[src/rtl/dc_decoder_pkg.sv]
// dc_decoder_pkg: shared types and constants for the DC level decoder.
//   - state_e   : decoder FSM states
//   - *Default  : default widths for the decoder and its window averager
//   - acc_width : accumulator width (sample width plus growth for N = 2**avg_log2 samples)
//   - sat_inc   : increment that holds at the all-ones value of a given width
package dc_decoder_pkg;

  localparam int unsigned DataWDefault   = 16;
  localparam int unsigned AvgLog2Default = 4;
  localparam int unsigned CntWDefault    = 16;

  typedef enum logic [1:0] {
    StIdle    = 2'd0,
    StSettle  = 2'd1,
    StMeasure = 2'd2
  } state_e;

  // A sum of 2**avg_log2 signed data_w samples always fits in data_w + avg_log2 bits.
  function automatic int unsigned acc_width(input int unsigned data_w,
                                            input int unsigned avg_log2);
    return data_w + avg_log2;
  endfunction

  // Saturating increment on the low 'width' bits (width in 1..32).
  function automatic logic [31:0] sat_inc(input logic [31:0] val, input int unsigned width);
    logic [31:0] max_val;
    max_val = 32'hFFFF_FFFF >> (32 - width);
    return (val == max_val) ? val : val + 32'd1;
  endfunction

endpackage

[src/rtl/dc_window_avg.sv]
// dc_window_avg: accumulates a window of N = 2**AVG_LOG2 signed samples.
// Ports:
//   clk, reset  : clock, asynchronous active-low reset
//   start       : synchronous restart (accumulator and index cleared)
//   run         : accumulate one sample per cycle while high; cleared while low
//   sample      : signed input sample
//   done        : high on the cycle the Nth sample of the window is presented
//   avg         : floor((acc + sample) / N), valid while done is high
// The window restarts by itself after each done cycle.
module dc_window_avg
  import dc_decoder_pkg::*;
#(
  parameter int unsigned DATA_W   = DataWDefault,
  parameter int unsigned AVG_LOG2 = AvgLog2Default
) (
  input  logic              clk,
  input  logic              reset,
  input  logic              start,
  input  logic              run,
  input  logic [DATA_W-1:0] sample,
  output logic              done,
  output logic [DATA_W-1:0] avg
);

  localparam int unsigned ACC_W = acc_width(DATA_W, AVG_LOG2);

  logic signed [ACC_W-1:0] acc_q, acc_d;
  logic signed [ACC_W-1:0] sample_ext, sum, shifted;
  logic [AVG_LOG2-1:0]     idx_q, idx_d;

  assign sample_ext = {{AVG_LOG2{sample[DATA_W-1]}}, sample};
  assign sum        = acc_q + sample_ext;
  // Arithmetic shift floors toward minus infinity; the result always fits in DATA_W.
  assign shifted    = sum >>> AVG_LOG2;
  assign avg        = shifted[DATA_W-1:0];
  assign done       = run && (&idx_q);

  always_comb begin
    acc_d = acc_q;
    idx_d = idx_q;
    if (start || !run || done) begin
      acc_d = '0;
      idx_d = '0;
    end else begin
      acc_d = sum;
      idx_d = idx_q + 1'b1;
    end
  end

  always_ff @(posedge clk or negedge reset) begin
    if (!reset) begin
      acc_q <= '0;
      idx_q <= '0;
    end else begin
      acc_q <= acc_d;
      idx_q <= idx_d;
    end
  end

endmodule

[src/rtl/dc_level_decoder.sv]
// dc_level_decoder: detects plateaus of a stepped DC input and reports the averaged level.
// Ports:
//   clk, reset     : clock, asynchronous active-low reset
//   enable         : run the decoder; low returns to idle
//   clear          : synchronous clear of level/step_count (and min/max)
//   sample_in      : signed ADC sample, one per clock
//   threshold      : unsigned minimum |avg - level| that counts as a new step
//   settle_cycles  : dwell after each step or after enable before averaging
//   level          : last accepted plateau level (signed)
//   step_count     : number of accepted steps, saturating
//   level_valid    : one-cycle pulse when level/step_count update
//   busy           : high whenever the decoder is not idle
//   level_min/max  : extreme accepted levels; built only when DC_DECODER_MINMAX_EN
//                    is defined, otherwise tied to zero
module dc_level_decoder
  import dc_decoder_pkg::*;
#(
  parameter int unsigned DATA_W   = DataWDefault,
  parameter int unsigned AVG_LOG2 = AvgLog2Default,
  parameter int unsigned CNT_W    = CntWDefault
) (
  input  logic              clk,
  input  logic              reset,
  input  logic              enable,
  input  logic              clear,
  input  logic [DATA_W-1:0] sample_in,
  input  logic [DATA_W-1:0] threshold,
  input  logic [CNT_W-1:0]  settle_cycles,
  output logic [DATA_W-1:0] level,
  output logic [CNT_W-1:0]  step_count,
  output logic              level_valid,
  output logic              busy,
  output logic [DATA_W-1:0] level_min,
  output logic [DATA_W-1:0] level_max
);

  state_e              state_q, state_d;
  logic [CNT_W-1:0]    settle_cnt_q, settle_cnt_d;
  logic [DATA_W-1:0]   level_q, level_d;
  logic [CNT_W-1:0]    step_count_q, step_count_d;
  logic                level_valid_q, level_valid_d;
  logic                busy_q, busy_d;

  logic                win_done;
  logic [DATA_W-1:0]   win_avg;
  logic signed [DATA_W:0] delta;
  logic [DATA_W:0]     diff_mag;
  logic                first_step;
  logic                accept;
  logic                take;

  dc_window_avg #(
    .DATA_W   (DATA_W),
    .AVG_LOG2 (AVG_LOG2)
  ) u_window (
    .clk    (clk),
    .reset  (reset),
    .start  (clear | ~enable),
    .run    (state_q == StMeasure),
    .sample (sample_in),
    .done   (win_done),
    .avg    (win_avg)
  );

  // One extra bit so the difference of two full-range signed values cannot wrap.
  assign delta      = $signed({win_avg[DATA_W-1], win_avg}) -
                      $signed({level_q[DATA_W-1], level_q});
  assign diff_mag   = delta[DATA_W] ? (~delta + 1'b1) : delta;
  assign first_step = (step_count_q == '0);
  assign accept     = first_step || (diff_mag > {1'b0, threshold});
  // Decision that actually lands: clear and enable-low both override it.
  assign take       = (state_q == StMeasure) && win_done && enable && !clear && accept;

  always_comb begin
    state_d       = state_q;
    settle_cnt_d  = settle_cnt_q;
    level_d       = level_q;
    step_count_d  = step_count_q;
    level_valid_d = 1'b0;

    if (clear) begin
      level_d      = '0;
      step_count_d = '0;
      state_d      = enable ? StSettle : StIdle;
      settle_cnt_d = settle_cycles;
    end else if (!enable) begin
      state_d = StIdle;
    end else begin
      unique case (state_q)
        StIdle: begin
          state_d      = StSettle;
          settle_cnt_d = settle_cycles;
        end
        StSettle: begin
          if (settle_cnt_q == '0) begin
            state_d = StMeasure;
          end else begin
            settle_cnt_d = settle_cnt_q - 1'b1;
          end
        end
        StMeasure: begin
          // On reject the window restarts on its own and we stay here.
          if (take) begin
            level_d       = win_avg;
            step_count_d  = CNT_W'(sat_inc(32'(step_count_q), CNT_W));
            level_valid_d = 1'b1;
            state_d       = StSettle;
            settle_cnt_d  = settle_cycles;
          end
        end
        default: state_d = StIdle;
      endcase
    end

    busy_d = (state_d != StIdle);
  end

  always_ff @(posedge clk or negedge reset) begin
    if (!reset) begin
      state_q       <= StIdle;
      settle_cnt_q  <= '0;
      level_q       <= '0;
      step_count_q  <= '0;
      level_valid_q <= 1'b0;
      busy_q        <= 1'b0;
    end else begin
      state_q       <= state_d;
      settle_cnt_q  <= settle_cnt_d;
      level_q       <= level_d;
      step_count_q  <= step_count_d;
      level_valid_q <= level_valid_d;
      busy_q        <= busy_d;
    end
  end

  assign level       = level_q;
  assign step_count  = step_count_q;
  assign level_valid = level_valid_q;
  assign busy        = busy_q;

`ifdef DC_DECODER_MINMAX_EN
  logic [DATA_W-1:0] min_q, min_d, max_q, max_d;

  always_comb begin
    min_d = min_q;
    max_d = max_q;
    if (clear) begin
      min_d = '0;
      max_d = '0;
    end else if (take) begin
      // First accept since reset/clear seeds both extremes.
      if (first_step || ($signed(win_avg) < $signed(min_q))) min_d = win_avg;
      if (first_step || ($signed(win_avg) > $signed(max_q))) max_d = win_avg;
    end
  end

  always_ff @(posedge clk or negedge reset) begin
    if (!reset) begin
      min_q <= '0;
      max_q <= '0;
    end else begin
      min_q <= min_d;
      max_q <= max_d;
    end
  end

  assign level_min = min_q;
  assign level_max = max_q;
`else
  assign level_min = '0;
  assign level_max = '0;
`endif

endmodule

[config.mk]
export PLATFORM = sky130hd
export DESIGN_NAME = dc_level_decoder
export DESIGN_NICKNAME = d
export VERILOG_FILES = /design/src/rtl/dc_decoder_pkg.sv /design/src/rtl/dc_window_avg.sv /design/src/rtl/dc_level_decoder.sv
export SDC_FILE = /design/constraint.sdc
export NUM_CORES = 1
export LEC_CHECK = 0
export CORE_MARGIN = 2
export CORE_UTILIZATION = 28
export DETAILED_ROUTE_END_ITERATION = 8
export PLACE_DENSITY = 0.47
export RECOVER_POWER = 25
export REMOVE_ABC_BUFFERS = 1
export SYNTH_ARGS = -nofsm -noshare
export SYNTH_HDL_FRONTEND = slang
export SYNTH_HIERARCHICAL = 1
export SYNTH_SLANG_ARGS = --single-unit
export TNS_END_PERCENT = 100
[constraint.sdc]
create_clock -name clk -period 15.6 [get_ports clk]
set_input_delay 2.34 -clock clk [delete_from_list [all_inputs] [get_ports clk]]
set_output_delay 2.34 -clock clk [all_outputs]
set_load 0.05 [all_outputs]
==> impl_metrics.csv, run 1 <==
group,metric,value,unit
place,gp_congestion,0.797,
worst_setup_path,crit_path_start_kind,"primary input",
synthesis,synth_most_common_cell,"dfrtp_1",
floorplan,initial_core_util,28.3,%
drt,route.detailed.drc,0,
hold_path,hold_path.class,"reg2reg",
sta,clock_skew,0.0105,ns
sta,timing.final.crit_period,9.24,ns
power_and_ir_drop,power.total,0.593,mW
worst_setup_path,critPathMaxStageDelay,0.60,ns
final_layout,diodes,0,
synthesis,avgSynthCellArea,8.52,um2
sta,fin_tns_setup,0,ns
worst_setup_path,cp-startpoint,"sample_in[0]",
clock_network,clock-sinks,76,
clock_network,cts-hold-fix-buffers,0,
floorplan,die_h,157,um
synthesis,seq_area_frac_synth,28.9,%
clock_network,cts_buffer_depth,2,
power_and_ir_drop,leakage,3.48,nW
synthesis,synth-simple-area-share,21.3,%
clock_network,cts_setup_buffers,0,
synthesis,synth_common_cells,"dfrtp_1 (76), nand2_1 (73), nor2_1 (62), ha_1 (60), inv_1 (53)",
worst_setup_path,endpoint,"step_count[14]$_DFFE_PN0P_",
worst_setup_path,worstSetupEndpointType,"register",
drt,drt-initial-drc-count,275,
place,dp_hpwl,13800,um
clock_network,cts_buffers,9,
final_layout,finish.net_count,968,
floorplan,num_rows,56,
drt,num_vias,5694,
drt,routed_wl,18100,um
outcome,violations,"max-capacitance violations, max-slew violations",
worst_setup_path,critPathMaxFanout,30,
final_layout,utilization,34.4,%
synthesis,ys_seq_elements,76,
floorplan,fp.coreArea,23300,um2
power_and_ir_drop,p_per_area,74.1,nW/um2
sta,finalCritPeriodShare,59.2,%
global_routing,globalRouteTotalUtil,15.0,%
floorplan,fp.dieArea,24800,um2
worst_setup_path,cp_slowest_cell,"a31oi_4",
power_and_ir_drop,ir_worst_vdd,0.0432,mV
synthesis,netlist_area,6590,um2
worst_setup_path,arrival,9.49,ns
worst_setup_path,worstPathRequired,15.85,ns
worst_setup_path,r2r_start,"u_window/acc_q[0]$_DFF_PN0_",
synthesis,async_reset_ff_share,100,%
final_layout,fillers,2480,
global_routing,grt-ovfl-total,0,
global_routing,grt_first_pass_wirelength,29300,um
drt,detail-route-antenna-nets,0,
global_routing,grt_max_degree,64,
synthesis,synth_cell_types,80,
sta,rsz0062_at_grt,"no",
synthesis,yosys.area_share.xor_xnor,6.65,%
floorplan,ios,118,
final_layout,drive_above_1_share,5.36,%
clock_network,worstSkewPairLatency,0.35,ns
synthesis,synth_top_area_cell,"dfrtp_1",
synthesis,yosys-top-cells-area,"dfrtp_1 (29%), ha_1 (11%), xnor2_1 (4.4%)",
synthesis,synth-compound-area-share,22.2,%
sta,setup_viol,0,
synthesis,synth_ff_type,"dfrtp_1",
worst_setup_path,reg2reg_depth,26,
clock_network,cts_tree,"yes",
synthesis,post_synth_fa_ha_maj_area_fraction,12.0,%
place,portBuffers,85,
sta,slew_viol_final,64,
global_routing,antenna_found_initial,0,
synthesis,synth_top_family_by_area,"compound AO/OA/AOI/OAI gates",
sta,report.final.hold_viol_count,0,
final_layout,final_area,8000,um2
job,maxCapViolations,1,
synthesis,synth_top_area_share,28.9,%
worst_setup_path,critPathMostFrequentCell,"nor3_1",
clock_network,cts_resized,0,
drt,wl_per_cell,15.4,um
place,dpl-instance-area,7660,um2
synthesis,yosysWarnings,6,
sta,maxSlewHeadroom,-134,%
global_routing,grt_pass1_vias,5652,
worst_setup_path,ff2ff_setup_slack,8.45,ns
floorplan,dieWidth,157,um
synthesis,synth_edf_count,0,
final_layout,syn_to_final_growth,21.5,%
clock_network,clk_pin_slew,0.06,ns
worst_setup_path,crit_type,"in2reg",
drt,drt_first_pass_iters,5,
synthesis,syn_inst,773,
drt,via_per_inst,4.83,
clock_network,root_buffer,"clkbuf_16",
sta,fmax,108,MHz
outcome,status,"complete, but fails checks",
clock_network,htreeDepth,3,
sta,worst-slew-pin-transition,3.51,ns
worst_setup_path,reg2reg_to,"step_count[14]$_DFFE_PN0P_",
synthesis,synthMuxAreaShare,0.931,%
worst min path at each step:
stage | depth (start not counted) | start | end
6_report | 1 | u_window/idx_q[0]$_DFF_PN0_ | u_window/idx_q[0]$_DFF_PN0_
5_1_grt | 1 | u_window/idx_q[0]$_DFF_PN0_ | u_window/idx_q[0]$_DFF_PN0_
4_1_cts | 1 | u_window/idx_q[0]$_DFF_PN0_ | u_window/idx_q[0]$_DFF_PN0_
3_5_place_dp | 1 | u_window/idx_q[0]$_DFF_PN0_ | u_window/idx_q[0]$_DFF_PN0_
3_3_place_gp | 1 | u_window/idx_q[0]$_DFF_PN0_ | u_window/idx_q[0]$_DFF_PN0_
2_1_floorplan | 1 | u_window/idx_q[0]$_DFF_PN0_ | u_window/idx_q[0]$_DFF_PN0_
metrics by stage:
step	hold WS, ns	worst slack (ns)	cells
floorplan	0.433	7.39	755
global placement	0.456	6.14	1162
detailed placement	0.460	5.97	1162
CTS	0.468	6.29	1178
global route	0.493	5.72	1178
finish	0.462	6.36	1178
cell usage in the layout, fill, tap and decap left out, types with 17 or more instances in the layout:
cell / netlist / layout
a21o_1: 22 / 22
xor2_1: 17 / 17
a21oi_1: 47 / 47
inv_1: 53 / 53
nor3_1: 28 / 28
nor2_1: 62 / 62
o31ai_1: 20 / 20
xnor2_1: 33 / 33
dfrtp_1: 76 / 76
clkdlybuf4s50_1: 0 / 84
nand2_1: 73 / 73
nand3_1: 19 / 19
ha_1: 60 / 60
conb_1: 1 / 32
o21ai_0: 25 / 25
area by class of cell:
class	count	area [um2]	area share, %
Multi-Input combinational cell	624	4280	53.5
Sequential cell	76	1900	23.8
Timing Repair Buffer	88	863	10.8
Tap cell	319	399	4.99
Clock buffer	10	239	2.99
Inverter	55	206	2.58
Clock inverter	6	111	1.39
sequential cells by signal, summed over array words and instances, names as in the netlist:
signal,cells
busy,1
level,16
state_q,2
u_window/idx_q,4
step_count,16
settle_cnt_q,16
u_window/acc_q,20
level_valid,1
power breakdown:
part	switching, mW	internal (mW)	leakage [nW]
sequential	0.00634	0.202	1.02
clock	0.0904	0.161	0.169
combinational	0.0819	0.0510	2.28
logic make-up (layout without fill, tap and decap cells):
group           count (synthesis)  after routing
fa+ha+maj                      62             62
other cells                     1             32
xor+xnor                       50             50
compound gates                199            199
simple gates                  275            275
mux                             6              6
buf+inv                       104            159
flops                          76             76
metal layers:
layer	wire (um)	global-route usage (%)	up-vias
li1	-	-	2894
met1	8720	20.0	2669
met2	8450	24.9	117
met3	698	3.22	14
met4	218	3.42	0
met5	0	0	-
critical path: cells and delay by family:
kind / cells / cell delay [ns]
buffers and inverters: 3 / 0.92
xor gates and xnor gates: 1 / 0.18
and+or+nand+nor: 11 / 2.18
AOI/OAI and AO/OA: 10 / 2.53
adders and majority gates: 4 / 1.30
Power figures use the tool's default switching activity.
==> run 2: changes to the inputs <==
- clock period: 15.6 -> 8.7 ns (I/O delays scaled with it)
==> run 2 against run 1 <==
Effect of this change:
- the run still ends with max-capacitance violations, max-slew violations left
- critical path depth is 1 higher
- clock skew is 0.0040 ns lower
- global-route usage is 0.25 points higher
- via count is 0.19% higher
- clock-buffer cell count is 1 higher
- routed wire length is 0.77% higher
- cell count is 0.17% higher
- flip-flop and latch count stayed put
- clock power is 63% higher
- register-to-register slack worse by 6.6 ns
- core utilization is 0.097 points lower
- highest routed layer unchanged
==> impl_metrics.csv, run 2 (synthesis gave the netlist of run 1 again) <==
group,metric,value,unit
outcome,status,"complete, but fails checks",
outcome,violations,"max-capacitance violations, max-slew violations",
sta,maxSlewHeadroom,-126,%
sta,slew_viol_final,61,
place,gp_congestion,0.829,
final_layout,regMostFlops,"u_window/acc_q",
worst_setup_path,critPathMostFrequentCell,"ha_1",
floorplan,fp.coreArea,23300,um2
floorplan,dieWidth,157,um
clock_network,cts-hold-fix-buffers,0,
global_routing,grt_most_used_layer,"met2",
sta,rsz0062_at_grt,"no",
worst_setup_path,arrival,8.17,ns
floorplan,die_h,157,um
clock_network,clk_pin_slew,0.06,ns
sta,worst-slew-pin-transition,3.38,ns
final_layout,drive_above_1_share,5.57,%
final_layout,layout_commonest_cell,"clkdlybuf4s50_1",
hold_path,hold_path.class,"reg2reg",
place,place_ws,0.413,ns
power_and_ir_drop,ir_worst_vdd,0.0931,mV
drt,detail-route-antenna-nets,0,
worst_setup_path,worstPathRequired,8.94,ns
clock_network,root_buffer,"clkbuf_16",
global_routing,grtUsageMet1,21.1,%
global_routing,antenna_found_initial,0,
drt,wl_per_cell,15.4,um
floorplan,initial_core_util,28.3,%
clock_network,cts_buffer_depth,2,
job,maxCapViolations,1,
drt,route.detailed.drc,0,
clock_network,cts_resized,0,
sta,finalCritPeriodShare,91.2,%
drt,drt-initial-drc-count,262,
place,portBuffers,85,
clock_network,worstSkewPairLatency,0.35,ns
final_layout,layout_common_cells,"clkdlybuf4s50_1 (84), dfrtp_1 (76), nand2_1 (73)",
drt,drt_first_pass_iters,4,
worst_setup_path,worstSetupEndpointType,"register",
final_layout,diodes,0,
floorplan,ios,118,
global_routing,grt-ovfl-total,0,
drt,routed_wl,18200,um
sta,report.final.hold_viol_count,0,
clock_network,clock-sinks,76,
final_layout,largest_reg_flops,20,
power_and_ir_drop,leakage,3.47,nW
final_layout,utilization,34.3,%
sta,layout_setup_ws,0.766,ns
sta,fmax,126,MHz
sta,clock_skew,0.00652,ns
clock_network,cts_setup_buffers,0,
drt,num_vias,5705,
floorplan,num_rows,56,
global_routing,globalRouteTotalUtil,15.3,%
clock_network,cts_tree,"yes",
sta,setup_viol,0,
final_layout,finish.net_count,970,
worst_setup_path,crit_type,"in2reg",
final_layout,syn_to_final_growth,21.1,%
floorplan,fp.dieArea,24800,um2
global_routing,grt_use_met3,3.08,%
global_routing,met2_usage,24.6,%
place,dp_hpwl,13800,um
worst_setup_path,crit_path_start_kind,"primary input",
global_routing,grt_max_degree,61,
power_and_ir_drop,power.total,1.02,mW
sta,fin_tns_setup,0,ns
sta,timing.final.crit_period,7.93,ns
worst_setup_path,critPathMaxStageDelay,0.46,ns
clock_network,cts_buffers,9,
clock_network,htreeDepth,3,
drt,via_per_inst,4.83,
global_routing,grt_pass1_vias,5535,
global_routing,grt_first_pass_wirelength,29600,um
worst_setup_path,critPathMaxFanout,8,
power_and_ir_drop,p_per_area,128,nW/um2
worst_setup_path,cp_slowest_cell,"clkdlybuf4s50_1",
-- run 2: per-layer routing --
metal	wire (um)	part of all wire [%]
met5	0	0
met3	734	4.0
met2	8350	46
met1	9030	50
met4	108	0.59
-- run 2: cell type report --
type | count | area [um2]
Inverter | 55 | 206
Clock inverter | 5 | 60.1
Fill cell | 2496 | 15300
Sequential cell | 76 | 1900
Clock buffer | 11 | 253
Timing Repair Buffer | 90 | 878
Tap cell | 319 | 399
Multi-Input combinational cell | 624 | 4280
-- run 2: path summary, 6_finish.rpt --
| path | startpoint | end | slack (ns) | cells after the start |
|---|---|---|---|---|
| min reg2reg | u_window/idx_q[0]$_DFF_PN0_ | u_window/idx_q[0]$_DFF_PN0_ | 0.46 | 1 |
| max reg2reg | u_window/acc_q[0]$_DFF_PN0_ | settle_cnt_q[4]$_DFFE_PN0P_ | 1.84 | 27 |
| min in group asynchronous | reset | settle_cnt_q[15]$_DFFE_PN0P_ | 1.13 | 1 |
| max in group asynchronous | reset | u_window/acc_q[15]$_DFF_PN0_ | 3.80 | 2 |
| max | sample_in[0] | settle_cnt_q[4]$_DFFE_PN0P_ | 0.77 | 30 |
| min | u_window/idx_q[0]$_DFF_PN0_ | u_window/idx_q[0]$_DFF_PN0_ | 0.46 | 1 |
-- run 2: per-stage QoR --
stage	std cells	instance area [um2]	hold WS [ns]
3_3_place_gp	1164	7670	0.456
2_1_floorplan	755	6390	0.433
5_1_grt	1180	7980	0.495
4_1_cts	1180	7990	0.466
3_5_place_dp	1164	7670	0.457
6_report	1180	7980	0.460
-- run 2: report_power, final --
group | internal (mW) | switching, mW
clock network | 0.239 | 0.169
logic | 0.0925 | 0.148
registers | 0.363 | 0.0114
-- run 2: worst max-delay path: cells and delay by family --
family / cells / cell delay, ns
AO/OA/AOI/OAI: 14 / 3.11
AND/OR/NAND/NOR: 9 / 1.81
adder cells (fa/ha/maj): 4 / 1.28
buffers and inverters: 2 / 0.51
XOR/XNOR: 1 / 0.17
